==> src/rtl/lcd_cmd_sequencer.sv <==
// Host-side command scheduler for the LCD image core: queues host commands, waits out the
// post-reset image load, strobes each command to the idle core and watches WRITE completion.
module lcd_cmd_sequencer #(
  parameter int DEPTH   = 8,
  parameter int TIMEOUT = 128
) (
  input  logic                   clk,
  input  logic                   reset,
  input  logic [2:0]             host_cmd,
  input  logic                   host_valid,
  output logic                   host_ready,
  input  logic                   lcd_busy,
  input  logic                   lcd_done,
  output logic [2:0]             lcd_cmd,
  output logic                   lcd_cmd_valid,
  output logic [$clog2(DEPTH):0] fifo_count,
  output logic [7:0]             issued_cnt,
  output logic                   seq_idle,
  output logic                   err_timeout
);

  localparam int AW = $clog2(DEPTH);
  localparam int CW = AW + 1;
  localparam int TW = $clog2(TIMEOUT);
  localparam logic [TW-1:0] T_LAST = TW'(TIMEOUT - 1);
  localparam logic [CW-1:0] C_FULL = CW'(DEPTH);

  typedef enum logic [2:0] {
    BOOT,
    IDLE,
    ISSUE,
    GAP,
    WAIT_WR,
    ERR
  } state_t;

  state_t          state_q, state_d;
  logic [2:0]      mem [DEPTH];
  logic [AW-1:0]   wr_ptr_q, wr_ptr_d;
  logic [AW-1:0]   rd_ptr_q, rd_ptr_d;
  logic [CW-1:0]   count_q, count_d;
  logic [2:0]      cmd_q, cmd_d;
  logic            valid_q, valid_d;
  logic [7:0]      issued_q, issued_d;
  logic            err_q, err_d;
  logic [TW-1:0]   timer_q, timer_d;
  logic            push, pop;

  assign host_ready    = (count_q != C_FULL);
  assign push          = host_valid && host_ready;
  assign seq_idle      = (state_q == IDLE) && (count_q == '0);
  assign lcd_cmd       = cmd_q;
  assign lcd_cmd_valid = valid_q;
  assign fifo_count    = count_q;
  assign issued_cnt    = issued_q;
  assign err_timeout   = err_q;

  always_comb begin
    state_d  = state_q;
    cmd_d    = cmd_q;
    valid_d  = 1'b0;
    issued_d = issued_q;
    err_d    = err_q;
    timer_d  = timer_q;
    pop      = 1'b0;
    unique case (state_q)
      BOOT: begin
        if (!lcd_busy) state_d = IDLE;
      end
      IDLE: begin
        if ((count_q != '0) && !lcd_busy) begin
          pop      = 1'b1;
          cmd_d    = mem[rd_ptr_q];
          valid_d  = 1'b1;
          issued_d = issued_q + 8'd1;
          state_d  = ISSUE;
        end
      end
      ISSUE: begin
        timer_d = '0;
        state_d = (cmd_q == 3'd0) ? WAIT_WR : GAP;
      end
      GAP: begin
        state_d = IDLE;
      end
      WAIT_WR: begin
        // A done on the final allowed cycle still counts as on time.
        if (lcd_done) begin
          state_d = IDLE;
        end else if (timer_q == T_LAST) begin
          err_d   = 1'b1;
          state_d = ERR;
        end else begin
          timer_d = timer_q + TW'(1);
        end
      end
      ERR: begin
        state_d = ERR;
      end
      default: state_d = BOOT;
    endcase
  end

  always_comb begin
    wr_ptr_d = push ? wr_ptr_q + AW'(1) : wr_ptr_q;
    rd_ptr_d = pop  ? rd_ptr_q + AW'(1) : rd_ptr_q;
    count_d  = count_q;
    unique case ({push, pop})
      2'b10:   count_d = count_q + CW'(1);
      2'b01:   count_d = count_q - CW'(1);
      default: count_d = count_q;
    endcase
  end

  always_ff @(posedge clk) begin
    if (reset && push) mem[wr_ptr_q] <= host_cmd;
  end

  always_ff @(posedge clk) begin
    if (!reset) begin
      state_q  <= BOOT;
      wr_ptr_q <= '0;
      rd_ptr_q <= '0;
      count_q  <= '0;
      cmd_q    <= 3'd0;
      valid_q  <= 1'b0;
      issued_q <= 8'd0;
      err_q    <= 1'b0;
      timer_q  <= '0;
    end else begin
      state_q  <= state_d;
      wr_ptr_q <= wr_ptr_d;
      rd_ptr_q <= rd_ptr_d;
      count_q  <= count_d;
      cmd_q    <= cmd_d;
      valid_q  <= valid_d;
      issued_q <= issued_d;
      err_q    <= err_d;
      timer_q  <= timer_d;
    end
  end

endmodule
==> config.mk <==
export PLATFORM = sky130hd
export DESIGN_NAME = lcd_cmd_sequencer
export DESIGN_NICKNAME = d
export VERILOG_FILES = /design/src/rtl/lcd_cmd_sequencer.sv
export SDC_FILE = /design/constraint.sdc
export NUM_CORES = 1
export LEC_CHECK = 0
export BUFFER_PORTS_ARGS = -buffer_cell sky130_fd_sc_hd__buf_2
export CAP_MARGIN = 0
export CORE_MARGIN = 1
export CORE_UTILIZATION = 50
export DETAILED_ROUTE_END_ITERATION = 7
export PLACE_DENSITY_LB_ADDON = 0.12
export SLEW_MARGIN = 20
export SYNTH_ARGS = -nofsm -noshare
export SYNTH_HDL_FRONTEND = slang
export SYNTH_SLANG_ARGS = --single-unit
==> constraint.sdc <==
create_clock -name clk -period 6.3 [get_ports clk]
set_input_delay 0.945 -clock clk [delete_from_list [all_inputs] [get_ports clk]]
set_output_delay 0.945 -clock clk [all_outputs]
set_load 0.02 [all_outputs]
# Yosys cells after proc, flatten, opt, wreduce, memory -nomap -nowiden
# Memories as Yosys holds them, arrays and structs flattened. A register that Yosys moved wholly into a read port is not among the register bits.
# Index checks and enable logic that the tools add are counted.
dict set report totals {
  reg_bits 30
  mem_bits_rw 24
  in_bits 8
  output_inout_bits 19
  elab_cells 60
  mem_count 1
}
# name words word_bits read_ports rd_ports_with_merged_regs write_ports line_no
set mem_list {}
lappend mem_list {mem 8 3 1 1 1 38} ;# logic [2:0] mem [DEPTH];
dict set report op_classes {
  addsub 6
  eq_ne 14
  mux 14
  n_bitwise 1
  reduce_logical 16
}
# cell count
set op_table {}
lappend op_table {{one-hot mux 3 bit (6 select lines)} 1}
lappend op_table {{two-way mux 3 bit} 5}
lappend op_table {{two-way mux 7 bit} 2}
lappend op_table {{one-hot mux 7 bit (2 select lines)} 1}
lappend op_table {{AND reduction 3 bit} 3}
lappend op_table {{adder 8 x 1 -> 8 bit (second input constant)} 1}
lappend op_table {{one-hot mux 4 bit (2 select lines)} 1}
lappend op_table {{adder 7 x 1 -> 7 bit (second input constant)} 1}
lappend op_table {{equality test 7 bit (second input constant)} 1}
lappend op_table {{adder 3 x 1 -> 3 bit (second input constant)} 2}
lappend op_table {{equality test 3 x 2 -> 1 bit (second input constant)} 2}
lappend op_table {{equality test 3 bit (second input constant)} 2}
lappend op_table {{zero test 3 bit} 2}
lappend op_table {{!= test 2 bit (second input constant)} 3}
lappend op_table {{adder 4 x 1 -> 4 bit (second input constant)} 1}
lappend op_table {{logical AND 1 bit} 4}
lappend op_table {{zero test 4 bit} 1}
lappend op_table {{two-way mux 1 bit} 4}
lappend op_table {{!= test 4 bit (second input constant)} 1}
lappend op_table {{nonzero test 2 bit} 2}
lappend op_table {{nonzero test 4 bit} 1}
lappend op_table {{subtractor 4 x 1 -> 4 bit (second input constant)} 1}
lappend op_table {{equality test 3 x 1 -> 1 bit (second input constant)} 1}
lappend op_table {{!= test 3 bit (second input constant)} 1}
lappend op_table {{6 further kinds} 7}

# Depth between registers and ports, before layout
# Gate-level depths: netlist (run 1).
dict set report logic_depth {
  ltp_word 6
  mapped_depth 12
  ltp_nobuf 9
}

# Least setup slack after synthesis (run 1)
# No wires, ideal clock.
dict set report synth_path {
  kind {input -> register}
  startpoint {input lcd_busy}
  endpoint {register count_q[2], in the netlist fifo_count[2]}
  setup_time_ns 0.076
  arrival_ns 2.993
  required_time_ns 6.224
  setup_slack_ns 3.231
  cell_stages 11
  path_buffers 2
  path_cell_list {or4b_4 > buf_6 > nor2_4 > buf_4 > ha_1 > xor2_1 > ha_1 > a21oi_1 > xor2_1 > or3_1 > a21boi_0}
}
dict set report synth_between {
  elab_chain_cells 6
}
# element line_no
set synth_rtl {}
lappend synth_rtl {{start, declared} 12} ;# input logic lcd_busy,
lappend synth_rtl {{zero test 1 bit *} 71} ;# if ((count_q != '0) && !lcd_busy) begin
lappend synth_rtl {{logical AND 1 bit *} 71}
lappend synth_rtl {{two-way mux 1 bit *} 71}
lappend synth_rtl {{two-way mux 1 bit *} n/a}
lappend synth_rtl {{net pop} 47} ;# logic push, pop;
lappend synth_rtl {{equality test 2 x 1 -> 1 bit / equality test 2 bit (equally long branches)} 108} ;# unique case ({push, pop})
lappend synth_rtl {{one-hot mux 4 bit (2 select lines) / nonzero test 2 bit (equally long branches)} n/a}
lappend synth_rtl {{end signal, assigned} 134} ;# count_q <= count_d;
lappend synth_rtl {{end, declared} 41} ;# logic [CW-1:0] count_q, count_d;
# Mark *: on every way through the listed nets, which the timed path passes. The rest lies on a longest branch.
# A chain may end at the register's enable or synchronous reset.

# Worst setup path after layout (run 1)
dict set report layout_path {
  startpoint {input lcd_busy}
  endpoint {register count_q[2], in the netlist fifo_count[2]}
}
dict set report layout_between {
  elab_chain_cells 6
}
# element line_no
set layout_rtl {}
lappend layout_rtl {{zero test 1 bit *} 71}
lappend layout_rtl {{logical AND 1 bit *} 71}
lappend layout_rtl {{two-way mux 1 bit *} 71}
lappend layout_rtl {{two-way mux 1 bit *} n/a}
lappend layout_rtl {{equality test 2 x 1 -> 1 bit / equality test 2 bit (equally long branches)} 108}
lappend layout_rtl {{one-hot mux 4 bit (2 select lines) / nonzero test 2 bit (equally long branches)} n/a}
# Every way passes the cells marked *; elsewhere a longest branch is shown, timed or not.

==> results.toml, run 1 <==
[route]
wl_per_cell_um = 13.9
ant_nets = 0
dr.pass1.iters = 4
drc = 0
viasPerCell = 5.40
vias = 1788
drt_wl_total_mm = 4.60
drt_iter0_drc = 59

[worst_setup_path]
critPathLaunchType = "primary input"
r2r-end = "fifo_count[2]"
r2r-start = "fifo_count[1]"
crit_path_end_kind = "register"
rr_worst_depth = 9
crit_chain = "buf_2, or4b_4, nor2_4, ha_1, xor2_1, ha_1, a21oi_1, xor2_1, or3_1, a21boi_0"
slowest_stage = "or4b_4"
crit_path_max_incr_delay_ns = 0.55
arrival_ns = 3.23
path_max_fanout = 13
ff2ff_setup_slack_ns = 3.56
cp.required_ns = 6.56
worstSetupPathType = "primary input to register"

[synthesis]
async_flop_share = 0
yosysTopAreaCellShare = 0.270
synth.net_count = 247
syn_area_um2 = 2670
ys_top_cells_by_area = "edfxtp_1, dfxtp_1, mux4_2"
synth_edf_count = 24
ys_ff_latch = 57
synth.avg_cell_area_um2 = 11.5
yosys_warnings = 0
syn_inst = 232
synth_top_area_cell = "edfxtp_1"
synth_ff_type = "dfxtp_1"
ys_seq_area_frac = 0.518
yosysUniqueCellTypes = 50

[power_and_ir_drop]
p_leak_uw = 0.00112
p_per_area_nw_per_um2 = 282
ir_drop_mv = 0.192
totalPowerFinal_uw = 848

[timing]
final.setup.tns_ns = 0
finalSetupViolCount = 0
fin_crit_ns = 2.97
final-hold-violation-count = 0
setup_slack_ns = 3.33
slew_headroom = 0.526
fmax_ghz = 0.337
fin_skew_ns = 0.0105
min_period_over_period = 0.472
slew_violations = 0
tightest_slew_ns = 0.705
rsz0062_at_grt = "false"

[finish]
post-route-util = 0.589
stdcell_count = 331
nets = 271
diodes = 0
area_growth_pct = 12.9
drive_gt1_frac = 0.215

[floorplanning]
die_w_um = 75.0
die_y_um = 75.0
coreArea_um2 = 5110
dieArea_um2 = 5630
start_util = 0.522
num_rows = 26
ioPinCount = 27

[min_path]
hp-class = "register to register"
hold_depth = 1
min_from = "err_timeout"
hold_path_end = "err_timeout"

[clock_network]
clockBufferDepth = 2
cts_tree = "yes"
ctsResizeCount = 0
clockRootBuffer = "clkbuf_8"
post-cts-setup-buffers = 0
htreeDepth = 3
clock-sinks = 57
cts_buffers = 9
ctsHoldBuffers = 0
clk_latency_ns = 0.33
cts.clk_slew.worst_paths_ns = 0.07

[grt]
grt_pass1_vias = 1593
antenna_found_initial = 0
overflow = 0
grtUsageTotal = 0.188
grt_max_degree = 35
grt_first_pass_wirelength_mm = 7.57

[placed_design]
dpl.cell_count = 315
place.gp.congestion = 0.756
dp_slack_ns = 2.95
hpwlAfterDp_mm = 3.21
io_buffers = 26

[run]
drv.max_cap_violation_count = 0

[outcome]
status = "complete, no violations"
[state kept, by name (all words and copies together), names as in the netlist]
signal         cells
mem               24
lcd_cmd            3
fifo_count         4
err_timeout        1
state_q            3
issued_cnt         8
timer_q            7
wr_ptr_q           3
rd_ptr_q           3
lcd_cmd_valid      1
[placed cells by master (no fill, tap or decap), types with 8 or more instances in the layout]
cell and instances:
buf_2 26, edfxtp_1 24, nor2_1 11, nand3_1 11, o21ai_0 9, and2_1 12
xor2_1 8, clkbuf_8 9, nand2_1 13, dfxtp_1 33
[through the flow]
stage	hold slack (ns)	cell area [um2]
2_1_floorplan	0.460	2670
3_3_place_gp	0.472	2810
3_5_place_dp	0.472	2810
4_1_cts	0.489	3010
5_1_grt	0.515	3010
6_report	0.482	3010
[worst max-delay path, delay by kind of cell]
family                   cells  cell delay (ns)
AO/OA/AOI/OAI                2             0.21
adder cells (fa/ha/maj)      2             0.48
AND/OR/NAND/NOR              3             1.15
buffers and inverters        1             0.11
XOR/XNOR                     2             0.33
[synth_stat cells (8+ instances only)]
library cell,n
edfxtp_1,24
nand2_1,13
and2_1,12
o21ai_0,9
clkbuf_1,8
xor2_1,8
dfxtp_1,33
nor2_1,11
nand3_1,11
[metal layers]
| metal | share of wire | routed length (um) | GRT usage |
|---|---|---|---|
| met2 | 0.46 | 2120 | 0.278 |
| met5 | 0 | 0 | 0 |
| met1 | 0.48 | 2220 | 0.248 |
| met3 | 0.036 | 166 | 0.0562 |
| met4 | 0.021 | 97 | 0.101 |
[worst max path at each step]
stage	from	cells after the start	slack, ns	end
6_report	lcd_busy	10	3.33	fifo_count[2]
5_1_grt	lcd_busy	10	3.15	fifo_count[2]
4_1_cts	lcd_busy	10	3.33	fifo_count[2]
3_5_place_dp	lcd_busy	10	2.95	fifo_count[2]
3_3_place_gp	lcd_busy	10	3.03	fifo_count[2]
2_1_floorplan	lcd_busy	11	3.23	fifo_count[2]
[power breakdown]
part           leakage, uW  internal [uW]  switching (uW)
combinational     0.000544           43.0            55.3
clock            0.0000929            181             151
sequential        0.000484            397            20.6
[cell families after synthesis]
family / share of synthesized area
AND/OR/NAND/NOR: 0.209
multiplexers: 0.0770
flip-flops: 0.518
AO/OA/AOI/OAI: 0.0850
XOR/XNOR: 0.0460
adder cells (fa/ha/maj): 0.0329
buffers and inverters: 0.0319
[area by class of cell]
type	instances	area [um2]
fill	436	2100
sequential	57	1380
multi-input combinational	158	1200
timing repair buffer	26	130
clock buffer	9	124
tap	70	87.6
clock inverter	7	71.3
inverter	4	15.0
No activity file was read; power rests on OpenSTA's default activity.
==> inputs of run 2 (changes only) <==
--- a/config.mk
+++ b/config.mk
@@ -5,6 +5,7 @@
 export SDC_FILE = /design/constraint.sdc
 export NUM_CORES = 1
 export LEC_CHECK = 0
+export ABC_AREA = 1
 export BUFFER_PORTS_ARGS = -buffer_cell sky130_fd_sc_hd__buf_2
 export CAP_MARGIN = 0
 export CORE_MARGIN = 1
==> constraint.sdc (replaced) <==
create_clock -name clk -period 2.4 [get_ports clk]
set_input_delay 0.36 -clock clk [delete_from_list [all_inputs] [get_ports clk]]
set_output_delay 0.36 -clock clk [all_outputs]
set_load 0.02 [all_outputs]
==> results.toml, run 2 <==
[finish]
drive_gt1_frac = 0.143
fill_cells = 461
multi_input_area_um2 = 1190
top_register = "mem"
largest_reg_flops = 24
mostFrequentLayoutCell = "nand2_1"
final_area_um2 = 3180
area_growth_pct = 13.5
nets = 409
regArea_um2 = 1380
stdcell_count = 469
diodes = 0
layout_common_cells = "nand2_1, inv_1, nand3_1"

[placed_design]
io_buffers = 26
place.gp.congestion = 0.843
dp_slack_ns = 0.385
placed_area_um2 = 2990
hpwlAfterDp_mm = 3.85
dpl.cell_count = 453

[route]
wl_per_cell_um = 11.8
vias = 2347
drt_iter0_drc = 175
drc = 0
dr.pass1.iters = 5
drt_wl_total_mm = 5.55
viasPerCell = 5.00
ant_nets = 0

[worst_setup_path]
cp.required_ns = 2.62
critPathLaunchType = "register"
arrival_ns = 2.28
crit_path_end_kind = "register"
path_max_fanout = 9
rr_worst_depth = 12
r2r-end = "fifo_count[2]"
r2r-start = "fifo_count[0]"
ff2ff_setup_slack_ns = 0.34
worstSetupPathType = "register to register"

[floorplanning]
ioPinCount = 27
coreArea_um2 = 5240
die_w_um = 76.9
start_util = 0.535
num_rows = 26
dieArea_um2 = 5910
die_y_um = 76.9

[synthesis]
synth_edf_count = 24
synth.avg_cell_area_um2 = 7.74
yosys.cell_count.top_type = "nand2_1"
async_flop_share = 0
yosysUniqueCellTypes = 27
ys_top_cells_by_area = "edfxtp_1, dfxtp_1, nand2_1"
ys_ff_latch = 57
synthTopCellsByCount = "nand2_1, inv_1, nand3_1, dfxtp_1, nor2_1"
synth_top_area_cell = "edfxtp_1"
yosysTopAreaCellShare = 0.257
synth.net_count = 377
synth_ff_type = "dfxtp_1"
yosys_warnings = 0
ys_seq_area_frac = 0.493
syn_inst = 362
syn_area_um2 = 2800

[timing]
rsz0062_at_grt = "false"
fmax_ghz = 0.486
final-hold-violation-count = 0
min_period_over_period = 0.858
tightest_slew_ns = 0.493
setup_slack_ns = 0.341
fin_skew_ns = 0.00976
final.setup.tns_ns = 0
fin_crit_ns = 2.06
finalSetupViolCount = 0
hold_ws_ns = 0.311
slew_violations = 0
slew_headroom = 0.669

[grt]
use_met2 = 0.313
grt_max_degree = 17
overflow = 0
grt_first_pass_wirelength_mm = 9.77
grt.busiest_layer = "met2"
grt_use_met3 = 0.0750
grt_pass1_vias = 2125
grtUsageTotal = 0.214
use_met1 = 0.291
antenna_found_initial = 0

[run]
drv.max_cap_violation_count = 0

[outcome]
status = "complete, no violations"

[min_path]
hold_depth = 1
hold_path_end = "mem[5][0]"
hp-class = "primary input to register"
min_from = "host_cmd[0]"

[clock_network]
cts.clk_slew.worst_paths_ns = 0.06
clock-sinks = 57
htreeDepth = 3
cts_tree = "yes"
cts_buffers = 9
post-cts-setup-buffers = 0
ctsResizeCount = 0
ctsHoldBuffers = 0
clockRootBuffer = "clkbuf_8"
clk_latency_ns = 0.33
clockBufferDepth = 2

[power_and_ir_drop]
ir_drop_mv = 0.677
p_per_area_nw_per_um2 = 917
p_leak_uw = 0.00140
run 2: metrics by stage:
step	power (uW)	util
global placement	2050	0.571
global route	3110	0.607
finish	2910	0.607
floorplan	1860	-
detailed placement	2060	0.571
CTS	2930	0.607
run 2: layer usage:
layer  vias to the layer above  part of all wire
li1                       1232                 -
met1                      1056              0.49
met2                        51              0.44
met3                         8             0.051
met4                         0             0.014
met5                         -                 0
run 2: worst max path at each step:
stage	from	to	slack [ns]	cells past startpoint
finish	fifo_count[0]	fifo_count[2]	0.34	12
global route	fifo_count[0]	fifo_count[2]	0.04	12
CTS	fifo_count[0]	fifo_count[2]	0.37	12
detailed placement	fifo_count[0]	fifo_count[2]	0.38	12
global placement	fifo_count[0]	fifo_count[2]	0.49	12
floorplan	fifo_count[2]	fifo_count[2]	0.30	12
run 2: cell families (layout without fill, tap and decap cells):
| kind of cell | Yosys count | count (layout) | share of synthesized area |
|---|---|---|---|
| buf+inv | 56 | 93 | 0.0831 |
| fa+ha+maj | 7 | 7 | 0.0313 |
| compound gates | 41 | 41 | 0.0750 |
| xor+xnor | 4 | 4 | 0.0125 |
| flops | 57 | 57 | 0.493 |
| simple gates | 197 | 197 | 0.305 |
run 2: where the power goes:
part	switching, uW	internal (uW)
logic	532	276
registers	125	1110
clock network	367	506
total	1020	1890
run 2: cell type report:
type                    count  share of cell area
clock buffers              13              0.0468
repair buffers             29              0.0480
inverters                  48              0.0567
multi-input cells         249               0.373
clock inverters             3              0.0130
well taps                  70              0.0275
flip-flops and latches     57               0.434
run 2: worst max-delay path, cell delays in order (launching register included):
cell and delay (ns):
dfxtp_1 0.36, nor2_2 0.17, nand3_1 0.11, nand2_1 0.23
ha_1 0.28, nand2_1 0.08, inv_1 0.07, nor2_1 0.05
ha_1 0.17, a21oi_1 0.15, xnor2_1 0.09, o21ai_0 0.14
inv_1 0.05
==> inputs of run 3 (changes only) <==
--- a/config.mk
+++ b/config.mk
@@ -9,7 +9,7 @@
 export BUFFER_PORTS_ARGS = -buffer_cell sky130_fd_sc_hd__buf_2
 export CAP_MARGIN = 0
 export CORE_MARGIN = 1
-export CORE_UTILIZATION = 50
+export CORE_UTILIZATION = 29
 export DETAILED_ROUTE_END_ITERATION = 7
 export PLACE_DENSITY_LB_ADDON = 0.12
 export SLEW_MARGIN = 20
==> results.toml, run 3 (synthesis gave the netlist of run 2 again) <==
[min_path]
hp-class = "primary input to register"

[worst_setup_path]
cp.required_ns = 2.63
worstSetupPathType = "register to register"
path_max_fanout = 9
critPathLaunchType = "register"
crit_path_end_kind = "register"
arrival_ns = 2.26

[floorplanning]
dieArea_um2 = 10100
start_util = 0.302
num_rows = 35
die_y_um = 100
coreArea_um2 = 9280
ioPinCount = 27
die_w_um = 100

[outcome]
status = "complete, no violations"

[route]
drt_wl_total_mm = 6.15
viasPerCell = 4.36
ant_nets = 0
drc = 0
wl_per_cell_um = 11.6
drt_iter0_drc = 97
dr.pass1.iters = 4
vias = 2304

[finish]
drive_gt1_frac = 0.150
fill_cells = 1010
regArea_um2 = 1380
multi_input_area_um2 = 1190
nets = 410
largest_reg_flops = 24
diodes = 0
area_growth_pct = 15.4
mostFrequentLayoutCell = "nand2_1"
layout_common_cells = "nand2_1, inv_1, nand3_1"
top_register = "mem"

[power_and_ir_drop]
p_per_area_nw_per_um2 = 867
p_switching_uw = 1050
combPwrFrac = 0.301
internal_power_uw = 1750
switching_share = 0.376
p_seq_frac = 0.434
power.share.clock = 0.266
totalPowerFinal_uw = 2800
p_leak_uw = 0.00140
ir_drop_mv = 0.432

[run]
drv.max_cap_violation_count = 0

[timing]
slew_violations = 0
final.setup.tns_ns = 0
fmax_ghz = 0.493
slew_headroom = 0.598
fin_skew_ns = 0.00631
hold_ws_ns = 0.317
min_period_over_period = 0.845
tightest_slew_ns = 0.599
setup_slack_ns = 0.373
final-hold-violation-count = 0
rsz0062_at_grt = "false"
finalSetupViolCount = 0
fin_crit_ns = 2.03

[clock_network]
clockRootBuffer = "clkbuf_8"
cts_buffers = 9
cts_tree = "yes"
clockBufferDepth = 2
clk_latency_ns = 0.33
ctsHoldBuffers = 0
clock-sinks = 57
htreeDepth = 3
ctsResizeCount = 0
cts.clk_slew.worst_paths_ns = 0.06
post-cts-setup-buffers = 0

[grt]
grt_max_degree = 17
grtUsageTotal = 0.134
antenna_found_initial = 0
grt_first_pass_wirelength_mm = 10.2
grt_pass1_vias = 2086
overflow = 0

[placed_design]
dp_slack_ns = 0.367
hpwlAfterDp_mm = 4.36
place.gp.congestion = 0.856
io_buffers = 26
## run 3: cell type report
type                            instances  area share
Clock inverter                          7      0.0116
Timing Repair Buffer                   30      0.0496
Clock buffer                            9      0.0383
Tap cell                              129      0.0499
Inverter                               48      0.0557
Multi-Input combinational cell        249       0.367
Sequential cell                        57       0.427
## run 3: worst paths after layout
| kind | startpoint | end | slack, ns | cells past startpoint |
|---|---|---|---|---|
| setup / recovery | fifo_count[0] | fifo_count[2] | 0.37 | 12 |
| hold / removal | reset | wr_ptr_q[2] | 0.32 | 3 |
| setup reg to reg | fifo_count[0] | fifo_count[2] | 0.37 | 12 |
| hold reg to reg | timer_q[6] | timer_q[6] | 0.45 | 2 |
## run 3: stage by stage
step / area [um2] / std cells / utilization
finish: 3230 / 529 / 0.348
global route: 3230 / 529 / 0.348
CTS: 3230 / 529 / 0.348
detailed placement: 3070 / 513 / 0.331
global placement: 3070 / 513 / 0.331
floorplan: 2800 / 362 / -
## run 3: per-layer routing
metal  global-route usage  part of all wire
met5                    0                 0
met4               0.0758             0.017
met3               0.0334             0.043
met2                0.197              0.42
met1                0.180              0.52
## run 3: power groups by stage
stage               combinational, uW  clock [uW]  sequential, uW
CTS                               856         776            1220
detailed placement                853           0            1240
global route                      963         825            1230
global placement                  853           0            1240
floorplan                         584           0            1280
finish                            843         744            1220
## run 3: worst max-delay path, cell delays in order (launching register included)
cell and delay, ns:
dfxtp_1 0.36, nor2_2 0.15, nand3_1 0.11, nand2_1 0.24, ha_1 0.26, nand2_1 0.07, inv_1 0.08, nor2_1 0.05
ha_1 0.18, a21oi_1 0.16, xnor2_1 0.09, o21ai_0 0.14, inv_1 0.05
